## src/rtl/vigna_bus_arbiter.sv

```systemverilog
`timescale 1ns/1ps
// vigna_bus_arbiter: merges the vigna core's instruction and data ports onto one valid/ready memory port.
// Define VIGNA_ARB_TIMEOUT_EN to add a watchdog that terminates memory transactions stuck waiting for m_ready.
module vigna_bus_arbiter #(
  parameter logic [15:0] TIMEOUT_CYCLES = 16'd255
) (
  input  logic        clk,
  input  logic        resetn,
  input  logic        i_valid,
  output logic        i_ready,
  input  logic [31:0] i_addr,
  output logic [31:0] i_rdata,
  input  logic        d_valid,
  output logic        d_ready,
  input  logic [31:0] d_addr,
  input  logic [31:0] d_wdata,
  input  logic [3:0]  d_wstrb,
  output logic [31:0] d_rdata,
  output logic        m_valid,
  input  logic        m_ready,
  output logic [31:0] m_addr,
  output logic [31:0] m_wdata,
  output logic [3:0]  m_wstrb,
  input  logic [31:0] m_rdata,
  output logic        bus_err
);

  typedef enum logic [1:0] {
    ST_IDLE   = 2'd0,
    ST_BUSY_I = 2'd1,
    ST_BUSY_D = 2'd2
  } state_t;

  typedef enum logic {
    GRANT_I = 1'b0,
    GRANT_D = 1'b1
  } grant_t;

  state_t      state, state_next;
  grant_t      last_grant, last_grant_next;
  logic        m_valid_next;
  logic [31:0] m_addr_next;
  logic [31:0] m_wdata_next;
  logic [3:0]  m_wstrb_next;
  logic        busy;
  logic        timeout_hit;
  logic        complete;

  if (TIMEOUT_CYCLES == 16'd0) begin : g_timeout_range
    $error("vigna_bus_arbiter: TIMEOUT_CYCLES must be in 1..65535");
  end

  assign busy     = (state == ST_BUSY_I) || (state == ST_BUSY_D);
  assign complete = busy && (m_ready || timeout_hit);

`ifdef VIGNA_ARB_TIMEOUT_EN
  logic [15:0] tmo_cnt, tmo_cnt_next;
  logic        bus_err_q, bus_err_next;

  // A real m_ready in the timeout cycle wins, so the watchdog only fires with m_ready low.
  assign timeout_hit = busy && !m_ready && (tmo_cnt == TIMEOUT_CYCLES);

  // Counter rests at zero in IDLE, so every grant starts counting from zero.
  always_comb begin
    tmo_cnt_next = tmo_cnt;
    bus_err_next = bus_err_q;
    if (!busy) begin
      tmo_cnt_next = 16'd0;
    end else if (!m_ready && !timeout_hit) begin
      tmo_cnt_next = tmo_cnt + 16'd1;
    end
    if (timeout_hit) begin
      bus_err_next = 1'b1;
    end
  end

  always_ff @(posedge clk) begin
    if (!resetn) begin
      tmo_cnt   <= 16'd0;
      bus_err_q <= 1'b0;
    end else begin
      tmo_cnt   <= tmo_cnt_next;
      bus_err_q <= bus_err_next;
    end
  end

  assign bus_err = bus_err_q;
`else
  assign timeout_hit = 1'b0;
  assign bus_err     = 1'b0;
`endif

  // Data wins a tie unless it also won the previous grant.
  always_comb begin
    state_next      = state;
    last_grant_next = last_grant;
    m_valid_next    = m_valid;
    m_addr_next     = m_addr;
    m_wdata_next    = m_wdata;
    m_wstrb_next    = m_wstrb;
    case (state)
      ST_IDLE: begin
        if (d_valid && (!i_valid || (last_grant == GRANT_I))) begin
          m_addr_next     = d_addr;
          m_wdata_next    = d_wdata;
          m_wstrb_next    = d_wstrb;
          m_valid_next    = 1'b1;
          last_grant_next = GRANT_D;
          state_next      = ST_BUSY_D;
        end else if (i_valid) begin
          m_addr_next     = i_addr;
          m_wdata_next    = 32'h0;
          m_wstrb_next    = 4'h0;
          m_valid_next    = 1'b1;
          last_grant_next = GRANT_I;
          state_next      = ST_BUSY_I;
        end
      end
      ST_BUSY_I, ST_BUSY_D: begin
        if (complete) begin
          m_valid_next = 1'b0;
          state_next   = ST_IDLE;
        end
      end
      default: begin
        m_valid_next = 1'b0;
        state_next   = ST_IDLE;
      end
    endcase
  end

  always_ff @(posedge clk) begin
    if (!resetn) begin
      state      <= ST_IDLE;
      last_grant <= GRANT_I;
      m_valid    <= 1'b0;
      m_addr     <= 32'h0;
      m_wdata    <= 32'h0;
      m_wstrb    <= 4'h0;
    end else begin
      state      <= state_next;
      last_grant <= last_grant_next;
      m_valid    <= m_valid_next;
      m_addr     <= m_addr_next;
      m_wdata    <= m_wdata_next;
      m_wstrb    <= m_wstrb_next;
    end
  end

  // Completion is combinational; reset suppresses any pulse from an abandoned transaction.
  assign i_ready = resetn && (state == ST_BUSY_I) && complete;
  assign d_ready = resetn && (state == ST_BUSY_D) && complete;
  assign i_rdata = timeout_hit ? 32'h0 : m_rdata;
  assign d_rdata = timeout_hit ? 32'h0 : m_rdata;

endmodule

```

## config.mk

```make
export PLATFORM = sky130hd
export DESIGN_NAME = vigna_bus_arbiter
export DESIGN_NICKNAME = d
export VERILOG_FILES = /design/src/rtl/vigna_bus_arbiter.sv
export SDC_FILE = /design/constraint.sdc
export NUM_CORES = 1
export LEC_CHECK = 0
export BUFFER_PORTS_ARGS = -buffer_cell sky130_fd_sc_hd__buf_2
export CAP_MARGIN = 20
export CORE_AREA = 2 2 105 107
export DETAILED_ROUTE_END_ITERATION = 10
export DIE_AREA = 0 0 107 109
export PLACE_DENSITY = 0.68
export RECOVER_POWER = 50
export SYNTH_ARGS = -nofsm -noshare
export SYNTH_HDL_FRONTEND = slang
export SYNTH_SLANG_ARGS = --single-unit
```

## constraint.sdc

```tcl
create_clock -name clk -period 2.6 [get_ports clk]
set_input_delay 0.39 -clock clk [delete_from_list [all_inputs] [get_ports clk]]
set_output_delay 0.39 -clock clk [all_outputs]
set_load 0.01 [all_outputs]
```

==> results of run 1 <==
-- per-stage QoR --
| stage | hold slack, ns | total power [W] | setup slack (ns) |
|---|---|---|---|
| finish | 0.282 | 0.00315 | 0.773 |
| detailed placement | 0.474 | 0.00208 | 0.751 |
| floorplan | 0.466 | 0.00186 | 1.21 |
| global route | 0.271 | 0.00333 | 0.599 |
| global placement | 0.458 | 0.00207 | 0.792 |
| CTS | 0.259 | 0.00321 | 0.742 |
-- kinds of logic (layout without fill, tap and decap cells) --
group / Yosys count / in the layout / synth area share (%)
buf+inv: 100 / 199 / 18.6
flops: 72 / 72 / 42.5
fa+ha+maj: 3 / 3 / 1.11
simple gates: 79 / 79 / 12.1
other cells: 1 / 1 / 0.111
compound gates: 141 / 141 / 25.6
-- worst paths after layout --
check	cells after the start	end	from	slack, ns
worst max register to register	7	m_addr[19]	state[0]	0.77
worst min register to register	2	m_valid	m_valid	0.48
worst min-delay path	3	m_addr[6]	i_addr[6]	0.28
worst max-delay path	7	m_addr[19]	state[0]	0.77
-- worst max-delay path: stages, from the launching register on --
cell and delay, ns:
dfxtp_1 0.33, inv_1 0.09, ha_1 0.27, buf_4 0.29, o21a_1 0.19, buf_4 0.30
o21ai_0 0.12, a21oi_1 0.16
-- final cells by class --
cell class              instances  share of cell area [%]
flip-flops and latches         72                    35.2
clock inverters                 4                    2.41
repair buffers                181                    21.6
inverters                       2                   0.183
multi-input cells             224                    32.6
clock buffers                  12                    3.79
well taps                     140                    4.28
-- sequential cells by signal (all words and copies together) (netlist names) --
signal      flops
m_addr         32
m_wdata        32
state           2
m_wstrb         4
m_valid         1
last_grant      1
-- report_power, final --
group,internal (W),switching (W)
registers,0.00124,0.0000726
logic,0.000288,0.000443
clock network,0.000694,0.000416
-- metal layers --
layer	GRT usage [%]	vias up	wire length [um]
met5	0	-	0
met1	19.2	1450	4040
met4	5.75	0	192
li1	-	1506	-
met3	6.10	26	960
met2	30.3	173	5130
-- layout by cell type (no fill, tap or decap), types with 2 or more instances in the layout --
cell | netlist | final
and4_1 | 2 | 2
a21oi_1 | 64 | 64
ha_1 | 3 | 3
bufinv_16 | 0 | 3
clkbuf_8 | 0 | 11
o21ai_0 | 30 | 30
clkbuf_1 | 22 | 40
nand2_1 | 35 | 35
nor2b_1 | 38 | 38
dfxtp_1 | 72 | 72
a32oi_1 | 36 | 36
buf_4 | 65 | 5
buf_2 | 10 | 136
o21ai_1 | 3 | 3
inv_1 | 2 | 2
==> results by group, run 1 <==
Outcome
  – Outcome: complete, no violations

Global routing
  – Vias in the first global route: between 3000 and 4000
  – Tot GR Track Use: around 17%
  – Antenna violations before repair: 0
  – First-pass GRT wire length: roughly 16 mm
  – GRT overflow: 0
  – Pin count of the biggest net entering global routing: just over 70

Hold path
  – Hold Crit Class: primary input to flop

Logic synthesis
  – Ys flop type: dfxtp_1
  – Avg Synthesized Cell Area: between 8 and 9 um2
  – Dominant cell type by area after synthesis: dfxtp_1
  – Yosys warns: 0
  – Commonest cells post-synth: dfxtp_1, buf_4, a21oi_1, nor2b_1, a32oi_1
  – Post-Syn Area: 3390 um2
  – Synth top area share: between 40% and 50%
  – Number of synthesized flops with an enable pin: 0
  – #FFs+latches synth: 72
  – Ys async rst share: 0%
  – Ranking of synthesized cells by area: dfxtp_1, buf_4, a21oi_1
  – Syn nets: 536
  – Post-synth cell types: 27
  – Mapped Cells: 396
  – Most frequent cell after synthesis: dfxtp_1
  – Sequential share of the synthesized area: a little over two fifths

Final layout
  – Final instance area: 4100 um2
  – NumNets Final: 630
  – Post-route insts no fill: between 600 and 700
  – Multi-input logic area: ~1300 um2
  – Final Util: about 39%
  – Storage cell area: roughly 1400 um2
  – Diode count: 0
  – Area growth syn-to-layout: 20.8%
  – Fillers: around 1200
  – Share of layout cells above drive strength 1: 32.3%

Floorplan
  – Die Wd: ~110 um
  – Io pins: roughly 270
  – Core Box Area: 10600 um2
  – Site row count: 38
  – Initial Utilization: approximately a third
  – Die height: roughly 110 um
  – Die Area: 11700 um2

Setup path
  – Kind of critical path: flop to flop
  – Critical Path Start Type: flop
  – Worst endpoint required time: ~2.9 ns
  – Worst Setup End Kind: flop
  – Max Fanout on Critical Path: 32
  – Worst EP arrival: 2.09 ns

Clocking
  – Clk buf depth: 2
  – CTS Sinks: just over 70
  – CTS root buffer: clkbuf_8
  – Clk Latency, worst-skew pair: 0.34 ns
  – Clock slew at reported path FFs: 0.08 ns
  – H-tree depth: 3
  – Post-CTS setup buffers: 0
  – TritonCTS Buffers: 9
  – Resized Gates After CTS: 0
  – CTS tree: done
  – Cts hold-fix bufs: 0

STA
  – Final Setup Violations: 0
  – Final setup TNS: 0 ns
  – Fmax: around 550 MHz
  – Slew Viols, Final: 0
  – Slew @ Worst Pin: around 0.8 ns
  – Unrepaired setup endpoints after global routing: false
  – Worst Skew: a little over 0.009 ns
  – Slew headroom: 47.4%
  – Fin. Hold Viols: 0
  – Final Cycle Share: a little over two thirds
  – Tmin final: between 1.5 and 2 ns

Routing
  – ANT nets after route: 0
  – WL final: 10.3 mm
  – Via count: about 3200
  – Detailed router's first-iteration violation count: 150
  – Drt pass-1 iters: 5
  – Routed vias/inst: 4.97
  – DRC: 0
  – Routed len/inst: 16.3 um

Placed design
  – Final Wtd Congestion: 0.754
  – IO Port Bufs: 175
  – Dpl cells: roughly 620
  – Placed cell area: 3890 um2
  – Final HPWL from detailed placement: 7.53 mm

Pwr
  – Static leakage: 1.76 nW
  – Cell Pwr Density: a little under 800 nW/um2
  – Peak ir drop on the vdd network: approximately 0.35 mV

Job
  – Max_cap viols: 0
No activity file was read; power rests on OpenSTA's default activity.
==> run 2, diff against run 1 <==
--- a/config.mk
+++ b/config.mk
@@ -5,12 +5,13 @@
 export SDC_FILE = /design/constraint.sdc
 export NUM_CORES = 1
 export LEC_CHECK = 0
+export ABC_AREA = 1
 export BUFFER_PORTS_ARGS = -buffer_cell sky130_fd_sc_hd__buf_2
 export CAP_MARGIN = 20
-export CORE_AREA = 2 2 105 107
+export CORE_AREA = 2 2 106 108
 export DETAILED_ROUTE_END_ITERATION = 10
-export DIE_AREA = 0 0 107 109
-export PLACE_DENSITY = 0.68
+export DIE_AREA = 0 0 108 110
+export PLACE_DENSITY = 0.73
 export RECOVER_POWER = 50
 export SYNTH_ARGS = -nofsm -noshare
 export SYNTH_HDL_FRONTEND = slang
==> constraint.sdc (replaced) <==
create_clock -name clk -period 1.6 [get_ports clk]
set_input_delay 0.24 -clock clk [delete_from_list [all_inputs] [get_ports clk]]
set_output_delay 0.24 -clock clk [all_outputs]
set_load 0.01 [all_outputs]
==> run 2 against run 1 <==
Die area rose by 1.9%. Flip-flop and latch count stayed put. Cell area grew 8.4%. Final cell count grew 28%. Area after synthesis increased by 8.7%. Hold slack got worse by 0.14 ns. Sequential power is 59% higher. Critical path depth decreased by 2. Non-clock buffer count increased by 5.
==> results by group, run 2 <==
Outcome
  – Outcome: complete, no violations

Final layout
  – Commonest non-fill, non-tap cell in the layout: nand2_1
  – NumNets Final: 808 (+28%)
  – Final Util: 41.5% (+2.9 points)
  – Diode count: 0 (unchanged)
  – Final instance area: 4440 um2 (+8.4%)
  – Largest regs: m_addr (32), m_wdata (32), m_wstrb (4)
  – Area growth syn-to-layout: 20.5%
  – Most frequent cells in the layout: nand2_1, buf_2, dfxtp_1, nor2_1, a21oi_1
  – Share of layout cells above drive strength 1: 25.7% (-6.6 points)
  – Fillers: 1173 (+1.9%)

Placed design
  – Final Wtd Congestion: 0.728 (-3.4%)
  – IO Port Bufs: 175 (unchanged)
  – Final HPWL from detailed placement: 6.57 mm (-13%)
  – Placed cell area: 4230 um2 (+8.8%)

Pwr
  – Cell Pwr Density: 1090 nW/um2 (+42%)
  – Internal power: 0.00339 W (+53%)
  – Switching Fraction: 30.3% (+0.77 points)
  – Sequential share of power: 42.8% (+1.3 points)
  – Tot Pwr: 0.00486 W (+54%)
  – Clk network pwr share: 32.9% (-2.4 points)
  – Logic pwr share: 24.3% (+1.1 points)
  – Peak ir drop on the vdd network: 0.534 mV (+52%)
  – Switching pwr: 0.00148 W (+58%)
  – Static leakage: 2.32 nW (+32%)

Floorplan
  – Die height: 110 um (+0.92%)
  – Site row count: 38 (unchanged)
  – Die Area: 11900 um2 (+1.9%)
  – Core Box Area: 10700 um2 (+0.90%)
  – Io pins: 273 (unchanged)
  – Initial Utilization: 34.5% (+2.5 points)
  – Die Wd: 108 um (+0.93%)

STA
  – Tmin final: 1.51 ns
  – Fmax: about 660 MHz
  – Hold Slack: 0.142 ns (-0.140 ns)
  – Worst Skew: 0.0107 ns (+0.00139 ns)
  – Unrepaired setup endpoints after global routing: true
  – Final Setup Violations: 0 (unchanged)
  – Fin. Hold Viols: 0 (unchanged)
  – Slew Viols, Final: 0 (unchanged)
  – Final Cycle Share: 94.5%

Logic synthesis
  – Dominant cell type by area after synthesis: dfxtp_1
  – Most frequent cell after synthesis: nand2_1
  – Post-synth cell types: 16 (-41%)
  – #FFs+latches synth: 72 (unchanged)
  – Syn nets: 705 (+32%)
  – Synth top area share: 39.1% (-3.4 points)
  – Ys flop type: dfxtp_1
  – Post-Syn Area: 3690 um2 (+8.7%)
  – Sequential share of the synthesized area: 39.1% (-3.4 points)
  – Number of synthesized flops with an enable pin: 0 (unchanged)
  – Avg Synthesized Cell Area: 6.52 um2 (-24%)
  – Yosys warns: 0 (unchanged)
  – Ranking of synthesized cells by area: dfxtp_1, nand2_1, buf_4
  – Ys async rst share: 0% (unchanged)
  – Mapped Cells: 565 (+43%)
  – Commonest cells post-synth: nand2_1, buf_4, dfxtp_1, nor2_1, a21oi_1

Hold path
  – Hold Crit Class: primary input to flop

Clocking
  – Clk buf depth: 2 (unchanged)
  – Clock slew at reported path FFs: 0.08 ns (about the same)
  – CTS root buffer: clkbuf_8
  – Clk Latency, worst-skew pair: 0.34 ns (about the same)
  – CTS tree: done
  – H-tree depth: 3 (unchanged)
  – TritonCTS Buffers: 9 (unchanged)
  – Cts hold-fix bufs: 0 (unchanged)
  – CTS Sinks: 72 (unchanged)

Global routing
  – Tot GR Track Use: 15.0% (-2.2 points)
  – GRT overflow: 0 (unchanged)
  – Antenna violations before repair: 0 (unchanged)
  – Vias in the first global route: 3091 (+2.2%)
  – First-pass GRT wire length: 14.0 mm (-11%)
  – Pin count of the biggest net entering global routing: 39 (-46%)

Setup path
  – Critical Path Start Type: flop
  – Worst endpoint required time: 1.36 ns (-1.50 ns)
  – Worst EP arrival: 1.27 ns (-0.82 ns)
  – Max Fanout on Critical Path: 2 (-94%)
  – Worst Setup End Kind: primary output
  – Kind of critical path: flop to primary output

Routing
  – Detailed router's first-iteration violation count: 153 (+2.0%)
  – Drt pass-1 iters: 4 (-1)
  – WL final: 9.02 mm (-13%)
  – DRC: 0 (unchanged)
  – Routed len/inst: 11.1 um (-32%)
  – Routed vias/inst: 4.19 (-16%)
  – ANT nets after route: 0 (unchanged)
  – Via count: 3406 (+8.0%)

Job
  – Max_cap viols: 0 (unchanged)
-- run 2: layout make-up --
cell class / instances / area, um2 / share of cell area, %
Clock buffer: 11 / 141 / 3.18
Tap cell: 140 / 175 / 3.94
Clock inverter: 5 / 80.1 / 1.80
Multi-Input combinational cell: 360 / 1470 / 33.1
Sequential cell: 72 / 1440 / 32.5
Inverter: 39 / 146 / 3.30
Timing Repair Buffer: 186 / 986 / 22.2
-- run 2: power by group through the flow --
stage / Combinational (W) / Sequential, W / Clock (W)
6_report: 0.00118 / 0.00208 / 0.00160
4_1_cts: 0.00122 / 0.00208 / 0.00166
5_1_grt: 0.00136 / 0.00210 / 0.00174
3_3_place_gp: 0.00119 / 0.00211 / 0
3_5_place_dp: 0.00121 / 0.00211 / 0
2_1_floorplan: 0.000817 / 0.00220 / 0
-- run 2: per-stage QoR --
| stage | instances | worst slack (ns) | TNS, ns |
|---|---|---|---|
| 2_1_floorplan | 565 | 0.322 | 0 |
| 3_3_place_gp | 795 | 0.204 | 0 |
| 3_5_place_dp | 795 | 0.151 | 0 |
| 4_1_cts | 813 | 0.0121 | 0 |
| 5_1_grt | 813 | -0.00774 | -0.0104 |
| 6_report | 813 | 0.0872 | 0 |
-- run 2: worst paths after layout --
check                            startpoint          end  slack, ns  depth (start not counted)
worst max-delay path               state[1]      d_ready       0.09                          5
worst min-delay path            d_wdata[20]  m_wdata[20]       0.14                          3
worst max register to register   last_grant    m_addr[9]       0.26                          7
worst min register to register  m_wdata[30]  m_wdata[30]       0.46                          2
-- run 2: logic make-up after synthesis --
logic type,share of synthesized area [%]
buffers and inverters,21.8
AO/OA/AOI/OAI,5.43
flip-flops,39.1
other,0.102
AND/OR/NAND/NOR,32.6
adder cells (fa/ha/maj),1.02
-- run 2: routing by layer --
| metal | vias to the layer above | routed length [um] | GRT usage [%] |
|---|---|---|---|
| met3 | 25 | 920 | 6.76 |
| met2 | 149 | 4010 | 23.9 |
| met5 | - | 0 | 0 |
| li1 | 1817 | - | - |
| met1 | 1415 | 3860 | 17.0 |
| met4 | 0 | 230 | 7.33 |
-- run 2: worst max-delay path, stage by stage (launching register included) --
cell     delay (ns)
dfxtp_2        0.35
inv_2          0.05
ha_4           0.26
nand2_2        0.04
nor2_1         0.10
buf_2          0.14
-- run 2: timing repair --
item                       CTS  global route
buffers inserted             2             0
pin swaps                    0             2
resized for setup            2             4
setup endpoints to repair    2             3
cloned                       0             0
==> run 3, diff against run 2 <==
--- a/config.mk
+++ b/config.mk
@@ -11,8 +11,11 @@
 export CORE_AREA = 2 2 106 108
 export DETAILED_ROUTE_END_ITERATION = 10
 export DIE_AREA = 0 0 108 110
+export HOLD_SLACK_MARGIN = 0.08
 export PLACE_DENSITY = 0.73
 export RECOVER_POWER = 50
+export REMOVE_ABC_BUFFERS = 1
 export SYNTH_ARGS = -nofsm -noshare
 export SYNTH_HDL_FRONTEND = slang
 export SYNTH_SLANG_ARGS = --single-unit
+export TNS_END_PERCENT = 20
==> run 3 against run 2 <==
Global-route usage increased by 3.0 points. Via count increased by 4.5%. Utilization decreased by 0.28 points.
==> results by group, run 3 (synthesis gave the netlist of run 2 again) <==
Outcome
  – Outcome: complete, no violations

STA
  – Worst Skew: 0.0102 ns (-0.000510 ns)
  – Tmin final: 1.53 ns (+0.0210 ns)
  – Fin. Hold Viols: 0 (unchanged)
  – Slew Viols, Final: 0 (unchanged)
  – Fmax: 652 MHz (-1.4%)
  – Final Cycle Share: 95.9% (+1.3 points)
  – Unrepaired setup endpoints after global routing: false
  – Final Setup Violations: 0 (unchanged)

Routing
  – Detailed router's first-iteration violation count: 126 (-18%)
  – Via count: 3558 (+4.5%)
  – DRC: 0 (unchanged)
  – WL final: 11.1 mm (+23%)
  – ANT nets after route: 0 (unchanged)
  – Routed len/inst: 13.7 um (+23%)
  – Drt pass-1 iters: 4 (unchanged)
  – Routed vias/inst: 4.38 (+4.6%)

Pwr
  – Switching pwr: 0.00150 W (+1.7%)
  – Clk network pwr share: 32.8% (about the same)
  – Switching Fraction: 31.0% (+0.63 points)
  – Cell Pwr Density: 1100 nW/um2 (+0.29%)
  – Peak ir drop on the vdd network: 0.510 mV (-4.6%)
  – Internal power: 0.00334 W (-1.3%)
  – Logic pwr share: 24.3% (about the same)
  – Static leakage: 2.31 nW (-0.53%)
  – Sequential share of power: 42.9% (about the same)

Floorplan
  – Die Wd: 108 um (unchanged)
  – Core Box Area: 10700 um2 (unchanged)
  – Io pins: 273 (unchanged)
  – Initial Utilization: 34.5% (unchanged)
  – Die Area: 11900 um2 (unchanged)
  – Site row count: 38 (unchanged)
  – Die height: 110 um (unchanged)

Clocking
  – TritonCTS Buffers: 9 (unchanged)
  – CTS Sinks: 72 (unchanged)
  – Clk Latency, worst-skew pair: 0.34 ns (about the same)
  – CTS root buffer: clkbuf_8
  – CTS tree: done
  – Clock slew at reported path FFs: 0.08 ns (about the same)
  – H-tree depth: 3 (unchanged)
  – Cts hold-fix bufs: 0 (unchanged)
  – Clk buf depth: 2 (unchanged)

Final layout
  – Largest regs: m_addr (32), m_wdata (32), m_wstrb (4)
  – NumNets Final: 808 (unchanged)
  – Most frequent cells in the layout: nand2_1, buf_2, dfxtp_1, nor2_1, a21oi_1
  – Area growth syn-to-layout: 19.7%
  – Commonest non-fill, non-tap cell in the layout: nand2_1
  – Final instance area: 4410 um2 (-0.68%)
  – Final Util: 41.2% (-0.28 points)
  – Share of layout cells above drive strength 1: 25.3% (-0.41 points)
  – Fillers: 1188 (+1.3%)
  – Diode count: 0 (unchanged)

Global routing
  – Antenna violations before repair: 1 (+1)
  – Vias in the first global route: 3095 (+0.13%)
  – Tot GR Track Use: 17.9% (+3.0 points)
  – First-pass GRT wire length: 16.0 mm (+15%)
  – GRT overflow: 0 (unchanged)
  – Pin count of the biggest net entering global routing: 41 (+5.1%)

Setup path
  – Critical path startpoint: state[1]
  – Worst EP arrival: 1.29 ns (+0.02 ns)
  – Worst Setup End Kind: primary output
  – Worst r2r src: last_grant
  – Kind of critical path: flop to primary output
  – Flop2flop setup slack: 0.21 ns (-0.05 ns)
  – Worst endpoint required time: 1.36 ns (about the same)
  – Worst R2R Path Depth: 7 (unchanged)
  – Max Fanout on Critical Path: 2 (unchanged)
  – Critical Path Start Type: flop

Placed design
  – Final HPWL from detailed placement: 8.36 mm (+27%)
  – Final Wtd Congestion: 0.717 (-1.5%)
  – IO Port Bufs: 175 (unchanged)
  – Placed cell area: 4210 um2 (-0.59%)

Hold path
  – Hold Crit Class: primary input to flop
  – Hold depth: 3 (unchanged)
  – Min-delay src: d_wstrb[2]

Job
  – Max_cap viols: 0 (unchanged)
run 3: stage by stage:
step | setup TNS (ns) | worst slack, ns | hold WS [ns] | power, W | cells
6_report | 0 | 0.0662 | 0.141 | 0.00484 | 812
5_1_grt | 0 | 0.00144 | 0.132 | 0.00517 | 812
4_1_cts | 0 | 0.00558 | 0.120 | 0.00495 | 812
3_5_place_dp | 0 | 0.180 | 0.450 | 0.00331 | 795
3_3_place_gp | 0 | 0.210 | 0.446 | 0.00330 | 795
2_1_floorplan | -69.04 | -1.00 | 0.360 | 0.00278 | 471
run 3: layout make-up:
class	instances	area [um2]	share of cell area [%]
multi-input cells	360	1470	33.3
clock buffers	9	124	2.81
clock inverters	6	93.8	2.13
repair buffers	186	960	21.8
inverters	39	146	3.32
well taps	140	175	3.97
flip-flops and latches	72	1440	32.7
run 3: layer usage:
layer | up-vias | global-route usage [%] | share of wire, %
li1 | 1820 | - | -
met1 | 1493 | 21.9 | 45
met2 | 227 | 22.7 | 36
met3 | 14 | 14.3 | 18
met4 | 4 | 5.40 | 1.3
met5 | - | 10.3 | 0.73
run 3: worst paths after layout:
path                      end
setup / recovery      i_ready
hold / removal     m_wstrb[2]
hold reg to reg   m_wdata[30]
setup reg to reg  m_wdata[25]
run 3: critical path, stage by stage (launching register included):
cell	delay [ns]
dfxtp_2	0.33
inv_1	0.07
ha_4	0.28
nand2_2	0.05
nor2_1	0.09
buf_2	0.14
run 3: power groups by stage:
stage / clock network [W] / logic (W) / registers (W)
2_1_floorplan: 0 / 0.000581 / 0.00220
3_3_place_gp: 0 / 0.00119 / 0.00211
3_5_place_dp: 0 / 0.00120 / 0.00211
4_1_cts: 0.00166 / 0.00121 / 0.00208
5_1_grt: 0.00173 / 0.00133 / 0.00210
6_report: 0.00159 / 0.00118 / 0.00208
run 3: what timing repair did:
item / in CTS / in global routing
pin swaps: 0 / 1
resized for setup: 2 / 2
buffers inserted: 2 / 0
endpoints found under the setup margin: 2 / 2
